File: src/rtl/vscale_debug_module.sv
`default_nettype none
// ============================================================================
//  Module   : vscale_debug_module
//  Purpose  : Minimal RISC-V debug module (0.13 subset) sitting directly in
//             front of vscale_core's debug port. Serves DMI read/write
//             requests to dmcontrol, dmstatus, abstractcs, command and data0.
//             Drives the core's halt/resume requests and runs abstract GPR
//             accesses through single-cycle read/write strobes.
//  Ports    : clk, reset            - clock, synchronous active-high reset
//             dmi_req_*             - DMI request channel (valid/ready)
//             dmi_resp_*            - DMI response channel (valid/ready)
//             core_halted           - core is in debug-halt
//             haltreq, resumereq    - run-control requests to the core
//             register_index,
//             debug_addr            - target register of the abstract command
//             debug_read/_write     - one-cycle GPR access strobes
//             debug_wdata/_rdata    - GPR write data / read data
//  Revision : 1.0 - initial release
// ============================================================================
module vscale_debug_module #(
    parameter int DMI_ADDR_WIDTH = 7,
    parameter int XPR_LEN        = 32
) (
    input  logic                      clk,
    input  logic                      reset,
    input  logic                      dmi_req_valid,
    output logic                      dmi_req_ready,
    input  logic [1:0]                dmi_req_op,
    input  logic [DMI_ADDR_WIDTH-1:0] dmi_req_addr,
    input  logic [XPR_LEN-1:0]        dmi_req_data,
    output logic                      dmi_resp_valid,
    input  logic                      dmi_resp_ready,
    output logic [XPR_LEN-1:0]        dmi_resp_data,
    output logic [1:0]                dmi_resp_resp,
    input  logic                      core_halted,
    output logic                      haltreq,
    output logic                      resumereq,
    output logic [12:0]               register_index,
    output logic [4:0]                debug_addr,
    output logic                      debug_read,
    output logic                      debug_write,
    output logic [XPR_LEN-1:0]        debug_wdata,
    input  logic [XPR_LEN-1:0]        debug_rdata
);

    localparam logic [DMI_ADDR_WIDTH-1:0] c_ADDR_DATA0      = 'h04;
    localparam logic [DMI_ADDR_WIDTH-1:0] c_ADDR_DMCONTROL  = 'h10;
    localparam logic [DMI_ADDR_WIDTH-1:0] c_ADDR_DMSTATUS   = 'h11;
    localparam logic [DMI_ADDR_WIDTH-1:0] c_ADDR_ABSTRACTCS = 'h16;
    localparam logic [DMI_ADDR_WIDTH-1:0] c_ADDR_COMMAND    = 'h17;
    localparam logic [1:0]                c_OP_READ         = 2'd1;
    localparam logic [1:0]                c_OP_WRITE        = 2'd2;

    typedef enum logic [1:0] {
        ST_IDLE = 2'd0,
        ST_EXEC = 2'd1,
        ST_WAIT = 2'd2
    } state_e;

    state_e               state_q;
    logic                 dmactive_q;
    logic                 haltreq_q;
    logic                 resumereq_q;
    logic                 resumeack_q;
    logic [XPR_LEN-1:0]   data0_q;
    logic [2:0]           cmderr_q;
    logic [12:0]          regno_q;
    logic                 cmd_write_q;
    logic                 debug_read_q;
    logic                 debug_write_q;
    logic                 resp_valid_q;
    logic [XPR_LEN-1:0]   resp_data_q;

    logic                 w_accept;
    logic                 w_wr;
    logic                 w_busy;
    logic                 w_cmd_bad;
    logic [XPR_LEN-1:0]   w_rd_data;

    // Only one transaction may be outstanding on the DMI.
    assign w_accept  = dmi_req_valid && !resp_valid_q;
    assign w_wr      = w_accept && (dmi_req_op == c_OP_WRITE);
    assign w_busy    = (state_q != ST_IDLE);

    // Unsupported command type, or a transfer that is not a 32-bit access to
    // GPRs 0x1000..0x101F (upper regno bits [15:5] must equal 0x080).
    assign w_cmd_bad = (dmi_req_data[31:24] != 8'h00) ||
                       (dmi_req_data[17] &&
                        ((dmi_req_data[22:20] != 3'd2) || (dmi_req_data[15:5] != 11'h080)));

    always_comb begin
        w_rd_data = '0;
        case (dmi_req_addr)
            c_ADDR_DATA0:      w_rd_data = data0_q;
            c_ADDR_DMCONTROL:  w_rd_data = {haltreq_q, 30'b0, dmactive_q};
            c_ADDR_DMSTATUS:   w_rd_data = {14'b0, {2{resumeack_q}}, 4'b0, {2{!core_halted}},
                                            {2{core_halted}}, 1'b1, 3'b0, 4'd2};
            c_ADDR_ABSTRACTCS: w_rd_data = {19'b0, w_busy, 1'b0, cmderr_q, 4'b0, 4'd1};
            default:           w_rd_data = '0;
        endcase
    end

    always_ff @(posedge clk) begin
        if (reset) begin
            state_q       <= ST_IDLE;
            dmactive_q    <= 1'b0;
            haltreq_q     <= 1'b0;
            resumereq_q   <= 1'b0;
            resumeack_q   <= 1'b0;
            data0_q       <= '0;
            cmderr_q      <= 3'd0;
            regno_q       <= 13'd0;
            cmd_write_q   <= 1'b0;
            debug_read_q  <= 1'b0;
            debug_write_q <= 1'b0;
            resp_valid_q  <= 1'b0;
            resp_data_q   <= '0;
        end else begin
            // Response channel: read data is captured at acceptance.
            if (resp_valid_q && dmi_resp_ready) begin
                resp_valid_q <= 1'b0;
            end
            if (w_accept) begin
                resp_valid_q <= 1'b1;
                resp_data_q  <= (dmi_req_op == c_OP_READ) ? w_rd_data : '0;
            end

            // Strobes are single-cycle; they are only raised on command start.
            debug_read_q  <= 1'b0;
            debug_write_q <= 1'b0;

            case (state_q)
                ST_EXEC: state_q <= ST_WAIT;
                ST_WAIT: begin
                    // GPR read data is valid the cycle after the read strobe.
                    if (!cmd_write_q) begin
                        data0_q <= debug_rdata;
                    end
                    state_q <= ST_IDLE;
                end
                default: state_q <= ST_IDLE;
            endcase

            if (resumereq_q && !core_halted) begin
                resumereq_q <= 1'b0;
                resumeack_q <= 1'b1;
            end

            // While dmactive is low the DM is held cleared and ignores accesses.
            if (w_wr && dmactive_q) begin
                case (dmi_req_addr)
                    c_ADDR_DATA0: begin
                        if (w_busy) begin
                            if (cmderr_q == 3'd0) begin
                                cmderr_q <= 3'd1;
                            end
                        end else begin
                            data0_q <= dmi_req_data;
                        end
                    end
                    c_ADDR_ABSTRACTCS: cmderr_q <= cmderr_q & ~dmi_req_data[10:8];
                    c_ADDR_COMMAND: begin
                        if (cmderr_q == 3'd0) begin
                            if (w_busy) begin
                                cmderr_q <= 3'd1;
                            end else if (w_cmd_bad) begin
                                cmderr_q <= 3'd2;
                            end else if (!core_halted) begin
                                cmderr_q <= 3'd4;
                            end else if (dmi_req_data[17]) begin
                                state_q       <= ST_EXEC;
                                regno_q       <= dmi_req_data[12:0];
                                cmd_write_q   <= dmi_req_data[16];
                                debug_write_q <= dmi_req_data[16];
                                debug_read_q  <= !dmi_req_data[16];
                            end
                        end
                    end
                    default: ;
                endcase
            end

            // dmcontrol comes last so that clearing dmactive overrides
            // everything else happening in the same cycle.
            if (w_wr && (dmi_req_addr == c_ADDR_DMCONTROL)) begin
                dmactive_q <= dmi_req_data[0];
                if (!dmi_req_data[0]) begin
                    haltreq_q     <= 1'b0;
                    resumereq_q   <= 1'b0;
                    resumeack_q   <= 1'b0;
                    data0_q       <= '0;
                    cmderr_q      <= 3'd0;
                    state_q       <= ST_IDLE;
                    debug_read_q  <= 1'b0;
                    debug_write_q <= 1'b0;
                end else begin
                    haltreq_q <= dmi_req_data[31];
                    // A simultaneous halt request takes priority over resume.
                    if (dmi_req_data[30] && !dmi_req_data[31]) begin
                        resumereq_q <= 1'b1;
                        resumeack_q <= 1'b0;
                    end
                end
            end
        end
    end

    assign dmi_req_ready  = !resp_valid_q;
    assign dmi_resp_valid = resp_valid_q;
    assign dmi_resp_data  = resp_data_q;
    assign dmi_resp_resp  = 2'b00;
    assign haltreq        = haltreq_q & dmactive_q;
    assign resumereq      = resumereq_q;
    assign register_index = regno_q;
    assign debug_addr     = regno_q[4:0];
    assign debug_read     = debug_read_q;
    assign debug_write    = debug_write_q;
    assign debug_wdata    = debug_write_q ? data0_q : '0;

endmodule
`default_nettype wire

File: config.mk
export PLATFORM = sky130hd
export DESIGN_NAME = vscale_debug_module
export DESIGN_NICKNAME = d
export VERILOG_FILES = /design/src/rtl/vscale_debug_module.sv
export SDC_FILE = /design/constraint.sdc
export NUM_CORES = 1
export LEC_CHECK = 0
export ABC_CLOCK_PERIOD_IN_PS = 2800
export CORE_MARGIN = 1.5
export CORE_UTILIZATION = 43
export CTS_CLUSTER_DIAMETER = 80
export CTS_CLUSTER_SIZE = 10
export DETAILED_ROUTE_END_ITERATION = 12
export HOLD_SLACK_MARGIN = 0.08
export PLACE_DENSITY = 0.81
export SLEW_MARGIN = 20
export SYNTH_ARGS = -nofsm -noshare
export SYNTH_HDL_FRONTEND = slang
export SYNTH_SLANG_ARGS = --single-unit
File: constraint.sdc
create_clock -name clk -period 2.8 [get_ports clk]
set_input_delay 0.7 -clock clk [delete_from_list [all_inputs] [get_ports clk]]
set_output_delay 0.7 -clock clk [all_outputs]
set_load 0.005 [all_outputs]
Word level (Yosys, flattened, before mapping)
Index checks and enable logic that the tools add are counted.
{ "totals": {"romBits": 0, "ram_bits": 0, "n_memories": 0, "word_cells": 107, "out_inout_bits": 90, "in_bits": 78, "latchBits": 0, "ff_bits": 90} }
{ "classes": {"mul": 0, "eq_ne": 11, "n_shift": 0, "mux": 59, "reduce_logical": 19, "n_div": 0, "n_lt_le_gt_ge": 0, "n_addsub": 0, "bitwise_logic": 5} }
{ "op_table": {"columns": ["cell", "count"], "rows": [
  ["two-way mux 32 bit", 9],
  ["one-hot mux 32 bit (4 select lines)", 1],
  ["two-way mux 1 bit", 29],
  ["equality test 7 x 5 -> 1 bit, second input constant", 4],
  ["two-way mux 3 bit", 9],
  ["two-way mux 2 bit", 10],
  ["!= test 11 x 8 -> 1 bit, second input constant", 1],
  ["one-hot mux 3 bit (3 select lines)", 1],
  ["logical AND 1 bit", 8],
  ["nonzero test 8 bit", 1],
  ["equality test 7 x 3 -> 1 bit, second input constant", 1],
  ["AND reduction 7 bit", 1],
  ["equality test 2 x 1 -> 1 bit, second input constant", 2],
  ["equality test 2 bit, second input constant", 2],
  ["zero test 1 bit", 4],
  ["nonzero test 2 bit", 2],
  ["AND 3 bit", 1],
  ["zero test 3 bit", 1],
  ["!= test 3 x 2 -> 1 bit, second input constant", 1],
  ["inverter 3 bit", 1],
  ["logical OR 1 bit", 2],
  ["inverter 1 bit", 2],
  ["AND 1 bit", 1]
]} }

Logic depth before layout (Yosys ltp)
Gate-level depths: netlist (run 1).
{ "depth": {"depth_word": 11, "depth_mapped": 7, "ltp_nobuf": 5} }

Worst setup path before layout (run 1)
Ideal clock, no wire load.
{ "synth_timing": {"kind": "input -> register", "startpoint": "input dmi_req_addr[3]", "endpoint": "register regno_q[10] (netlist: register_index[10])", "setup_time_ns": 0.115, "t_arrival_ns": 2.157, "path_stages": 5, "required_time_ns": 2.685, "n_path_buf": 0, "slack_ns": 0.528, "cell_sequence": "nor4b_4 nand4_2 nor4_4 nor2_1 and2_1"} }
{ "synth_via": {"elab_chain_len": 2} }
{ "synth_lines": {"columns": ["item", "line_no", "rtl"], "rows": [
  ["start, declared", "29", "input logic [DMI_ADDR_WIDTH-1:0] dmi_req_addr,"],
  ["equality test 7 x 5 -> 1 bit", "151", "case (dmi_req_addr)"],
  ["AND reduction 7 bit (no source line)", null, null],
  ["end signal, assigned", "172", "regno_q <= dmi_req_data[12:0];"],
  ["end, declared", "67", "logic [12:0] regno_q;"]
]} }
Every way passes these cells.
A chain may end at the register's enable or synchronous reset.

Worst setup path in the final report (run 1)
{ "layout_timing": {"startpoint": "register debug_write_q (netlist: debug_write)", "endpoint": "output debug_wdata[18]"} }
{ "layout_via": {"elab_chain_len": 1} }
{ "layout_lines": {"columns": ["item", "line_no", "rtl"], "rows": [
  ["start, declared", "70", "logic debug_write_q;"],
  ["start signal, assigned", "174", "debug_write_q <= dmi_req_data[16];"],
  ["two-way mux 32 bit", "218", "assign debug_wdata = debug_write_q ? data0_q : '0;"],
  ["end, declared", "42", "output logic [XPR_LEN-1:0] debug_wdata,"]
]} }
Every way passes these cells.

==> impl_metrics.json, run 1 <==
{
  "drive_above_1_share": 0.07401,
  "r2r_start": "state_q[0]",
  "cp_slowest_cell": "dfxtp_1",
  "ys_ff_latch": 90,
  "cp_max_fo": 26,
  "grt_pass1_wl_um": 19320,
  "place.gp.congestion": 0.8823,
  "rr_endpoint": "debug_read",
  "cpLargestDelayFamily": "buffers and inverters",
  "worstPathRequired_ps": 2100,
  "hold_path.class": "reg2reg",
  "wl_um": 12200,
  "hold_viol": 0,
  "rsz0062_at_grt": "no",
  "max_freq_mhz": 385.5,
  "drv_slew": 0,
  "synth_edf_count": 0,
  "syn_avg_cell_area_um2": 9.002,
  "status": "finished clean",
  "core_area_um2": 8848,
  "yosysWarnings": 0,
  "first_global_vias": 3886,
  "fill_cells": 718,
  "cp_num_buf_inv": 2,
  "p_leak_uw": 0.002100,
  "critPathMaxStageDelay_ps": 510,
  "vias": 3935,
  "routed_via_density": 5.496,
  "drt-pass1-iter-count": 5,
  "crit_cells": 3,
  "fin_skew_ps": 6.408,
  "r2r_setup_slack_ps": 940,
  "dieWidth_um": 99.19,
  "cts_setup_buffers": 0,
  "path_cells": "buf_4 > and2_1 > clkdlybuf4s50_1",
  "endpoint_kind": "output port",
  "die_h_um": 99.19,
  "fin_crit_sh": 0.9265,
  "io-pin-count": 168,
  "htreeDepth": 3,
  "cap_viol_max_count": 0,
  "ctsLongestPathBuffers": 2,
  "grtUsageTotal": 0.2488,
  "worstSetupPathType": "reg2out",
  "yosys.cell_types.count": 44,
  "synth_seq_area_share": 0.4528,
  "setup_violations": 0,
  "ys.flop_type": "dfxtp_1",
  "die_area_um2": 9839,
  "synth_area_um2": 3979,
  "path_clk_slew_ps": 80,
  "cts_tree": "built",
  "power_uw": 2395,
  "diodes": 0,
  "ant_nets": 0,
  "min_to": "state_q[1]",
  "start_kind": "register",
  "areaGrowthSynthToFinish_pct": 51.92,
  "syn_inst": 442,
  "yosysTopAreaCell": "dfxtp_1",
  "hpwlAfterDp_um": 9027,
  "layout.nets": 682,
  "cts_sinks": 90,
  "r2r_cells": 6,
  "post_cts_resized": 0,
  "rows": 34,
  "ctsHoldBuffers": 0,
  "min_path_cells": 1,
  "start_util": 0.4497,
  "clk_latency_ps": 350,
  "arrival_ps": 1890,
  "ir_drop_uv": 279.6,
  "power_density_nw_per_um2": 396.2,
  "worstHoldStart": "state_q[1]",
  "wl_per_cell_um": 17.04,
  "root_buffer": "clkbuf_8",
  "grt_start_max_net_pins": 37,
  "synth_top_area_frac": 0.4528,
  "cts_made_buffers": 9,
  "io_buffers": 165,
  "antenna_found_initial": 0,
  "final_util": 0.6831,
  "ys_top_cells_by_area": "dfxtp_1 (45%), mux2i_1 (9.3%), nor2_1 (7.9%)",
  "fin_crit_ps": 2594,
  "synthArstFlopShare": 0,
  "overflow": 0,
  "drtIter0Drc": 184,
  "drc": 0
}
-- worst max-delay path by stage --
stage	from	slack, ps	to
finish	debug_write	210	debug_wdata[18]
detailed placement	dmi_req_data[31]	-30	register_index[10]
global route	debug_write	120	debug_wdata[24]
global placement	dmi_req_data[24]	20	register_index[8]
CTS	debug_write	210	debug_wdata[24]
floorplan	dmi_req_addr[3]	530	register_index[10]
-- cells in the mapped netlist (2+ instances only) --
library cell / count
inv_1: 9
nor3b_1: 3
nor4_1: 5
o21ai_0: 3
nand2_1: 10
a22oi_1: 35
or4_1: 2
clkbuf_1: 27
and3_1: 2
buf_1: 2
buf_4: 7
nor3_1: 2
nand3_1: 4
mux2i_1: 37
nor2_1: 84
a21oi_1: 8
a21o_1: 3
nor2b_1: 3
nand4b_1: 2
a22o_1: 3
nand4_1: 3
dfxtp_1: 90
and2_1: 42
or3_1: 2
o32ai_1: 2
a211oi_1: 34
-- cell usage in the layout (no fill, tap or decap), types with 9 or more instances in the layout --
cell type	count
clkbuf_8	11
dfxtp_1	90
and2_1	42
nand2_1	10
nor2_1	84
a22oi_1	35
buf_4	18
mux2i_1	37
a211oi_1	34
inv_1	9
clkdlybuf4s50_1	164
-- sequential cells by signal, summed over array words and instances (netlist names) --
signal / count
haltreq_q: 1
state_q: 2
data0_q: 32
dmi_resp_valid: 1
cmd_write_q: 1
dmactive_q: 1
cmderr_q: 3
register_index: 13
debug_read: 1
resumereq: 1
resumeack_q: 1
dmi_resp_data: 32
debug_write: 1
-- worst register-to-register path, cell delays in order, from the launching register on --
cell and delay (ps):
dfxtp_1 340, nor4b_1 420, nand4b_1 230, nor4_4 310
buf_12 180, nor2b_1 170, nor2b_1 150
-- cell type report --
class | count | area, um2 | share of cell area
sequential | 90 | 1802 | 0.2981
clock buffer | 11 | 151.4 | 0.02505
inverter | 9 | 33.78 | 0.005589
clock inverter | 4 | 51.30 | 0.008487
tap | 108 | 135.1 | 0.02236
timing repair buffer | 187 | 1862 | 0.3080
multi-input combinational | 307 | 2009 | 0.3324
-- power by group --
group          internal [uW]  switching (uW)
clock network            456             444
registers               1280            1.26
logic                    123            89.8
total                   1860             535
-- logic make-up (layout without fill, tap and decap cells) --
group,Yosys count,count (layout),synth area share
DFF,90,90,0.4528
muxes,37,37,0.09308
AOI/OAI and AO/OA,97,97,0.1792
buffers and inverters,46,211,0.05031
other,1,2,0.0009425
and+or+nand+nor,171,171,0.2236
-- metal layers --
layer  track usage  share of wire
met5             0              0
met4       0.09534          0.019
met3       0.05481          0.074
met2        0.4159           0.47
met1        0.3152           0.43
-- per-stage QoR --
stage	instances	setup TNS, ps	setup WS (ps)	hold WS (ps)	area [um2]
floorplan	443	0	527.8	434.7	3983
global placement	701	0	17.04	449.8	5842
detailed placement	701	-165.2	-27.41	448.1	5842
CTS	716	0	209.1	468.3	6045
global route	716	0	117.1	487.0	6045
finish	716	0	205.9	467.4	6045
(Power assumes the default switching activity.)
==> inputs of run 2 (changes only) <==
GPL_ROUTABILITY_DRIVEN = 0   (was not set)
==> run 2 against run 1 <==
Compared with the run above: first-iteration DRC count shrank 6.0%; largest cell class unchanged; critical endpoint is now debug_wdata[26]; hold slack is essentially flat; global-route usage grew 0.38 points; maximum frequency shrank 0.56%; routed wire length grew 0.79%; sequential share of layout area shrank 0.13 points; clock power grew 14%; final cell count is the same; non-clock buffer count shrank 1; sequential power is essentially flat.
==> impl_metrics.json, run 2 (same netlist as run 1, synthesis figures left out) <==
{
  "final_common_cell": "clkdlybuf4s50_1",
  "cts_sinks": 90,
  "rows": 34,
  "die_area_um2": 9839,
  "grtUsageTotal": 0.2526,
  "final_cell_mix": "clkdlybuf4s50_1 (164), dfxtp_1 (90), nor2_1 (84), and2_1 (42), mux2i_1 (37)",
  "drive_above_1_share": 0.07401,
  "ctsHoldBuffers": 0,
  "switching_share": 0.2249,
  "pwr-share-comb": 0.085,
  "core_area_um2": 8848,
  "switching_power_uw": 568.6,
  "routed_via_density": 5.459,
  "wl_um": 12300,
  "grt_use_met1": 0.3239,
  "drv_slew": 0,
  "grt-busiest-layer": "met2",
  "status": "finished clean",
  "use_met3": 0.05622,
  "ant_nets": 0,
  "stdcell_area_um2": 6071,
  "endpoint_kind": "output port",
  "ir_drop_uv": 205.1,
  "fin_skew_ps": 12.63,
  "start_kind": "register",
  "cts_tree": "built",
  "dieWidth_um": 99.19,
  "fin_crit_ps": 2609,
  "cts_made_buffers": 9,
  "htreeDepth": 3,
  "rsz0062_at_grt": "no",
  "vias": 3909,
  "hold_viol": 0,
  "arrival_ps": 1910,
  "worstPathRequired_ps": 2100,
  "cp_max_fo": 26,
  "post_cts_resized": 0,
  "setup_violations": 0,
  "areaGrowthSynthToFinish_pct": 52.58,
  "hold_path.class": "reg2reg",
  "ctsLongestPathBuffers": 2,
  "p_leak_uw": 0.002109,
  "die_h_um": 99.19,
  "p_int_uw": 1959,
  "clk_latency_ps": 360,
  "p_seq_frac": 0.507,
  "grt_pass1_wl_um": 19600,
  "p_clk_frac": 0.408,
  "cts_setup_buffers": 0,
  "antenna_found_initial": 0,
  "drtIter0Drc": 173,
  "overflow": 0,
  "io-pin-count": 168,
  "worstSetupPathType": "reg2out",
  "path_clk_slew_ps": 90,
  "drc": 0,
  "io_buffers": 165,
  "grt.met2_usage": 0.4212,
  "cap_viol_max_count": 0,
  "drt-pass1-iter-count": 4,
  "wl_per_cell_um": 17.17,
  "critPathMaxStageDelay_ps": 520,
  "first_global_vias": 3943,
  "layout.nets": 681,
  "diodes": 0,
  "hpwlAfterDp_um": 9094,
  "power_density_nw_per_um2": 416.4,
  "grt_start_max_net_pins": 37,
  "root_buffer": "clkbuf_8",
  "whs_ps": 467.8,
  "start_util": 0.4497,
  "place_area_um2": 5834,
  "path_cells": "buf_4 > and2_1 > clkdlybuf4s50_1",
  "max_freq_mhz": 383.3,
  "cp_slowest_cell": "dfxtp_1",
  "fin_crit_sh": 0.9317
}
==> run 2: critical path, delay by kind of cell (launching register included) <==
kind	cells	cell delay (ps)
buffers and inverters	2	840
flip-flops	1	520
AND/OR/NAND/NOR	1	180
==> run 2: area by class of cell <==
cell class	count	area (um2)
tap	108	135.1
fill	716	2778
multi-input combinational	307	2009
clock inverter	5	85.08
timing repair buffer	186	1854
clock buffer	11	151.4
sequential	90	1802
inverter	9	33.78
==> run 2: per-layer routing <==
metal | share of wire | up-vias
met3 | 0.071 | 19
met5 | 0 | -
met1 | 0.44 | 1843
li1 | - | 1893
met2 | 0.47 | 154
met4 | 0.019 | 0
==> run 2: power groups by stage <==
stage               Clock (uW)  Sequential, uW  Combinational [uW]
finish                    1030            1280                 216
global route              1100            1280                 229
CTS                       1040            1280                 214
detailed placement           0            1310                 213
global placement             0            1310                 211
floorplan                    0            1310                52.2
==> run 2: final timing paths <==
| kind | endpoint | slack (ps) | cells after the start | start |
|---|---|---|---|---|
| max reg2reg | debug_read | 900 | 6 | state_q[1] |
| min | register_index[5] | 470 | 1 | register_index[5] |
| min reg2reg | register_index[5] | 470 | 1 | register_index[5] |
| max | debug_wdata[26] | 190 | 3 | debug_write |
==> run 2: through the flow <==
stage / worst slack [ps] / total power, uW / setup TNS (ps) / cells / utilization
floorplan: 527.8 / 1363 / 0 / 443 / -
global placement: 4.739 / 1522 / 0 / 700 / 0.6594
detailed placement: -80.92 / 1524 / -785.7 / 700 / 0.6594
CTS: 177.6 / 2536 / 0 / 716 / 0.6861
global route: 97.48 / 2606 / 0 / 716 / 0.6861
finish: 191.2 / 2528 / 0 / 716 / 0.6861
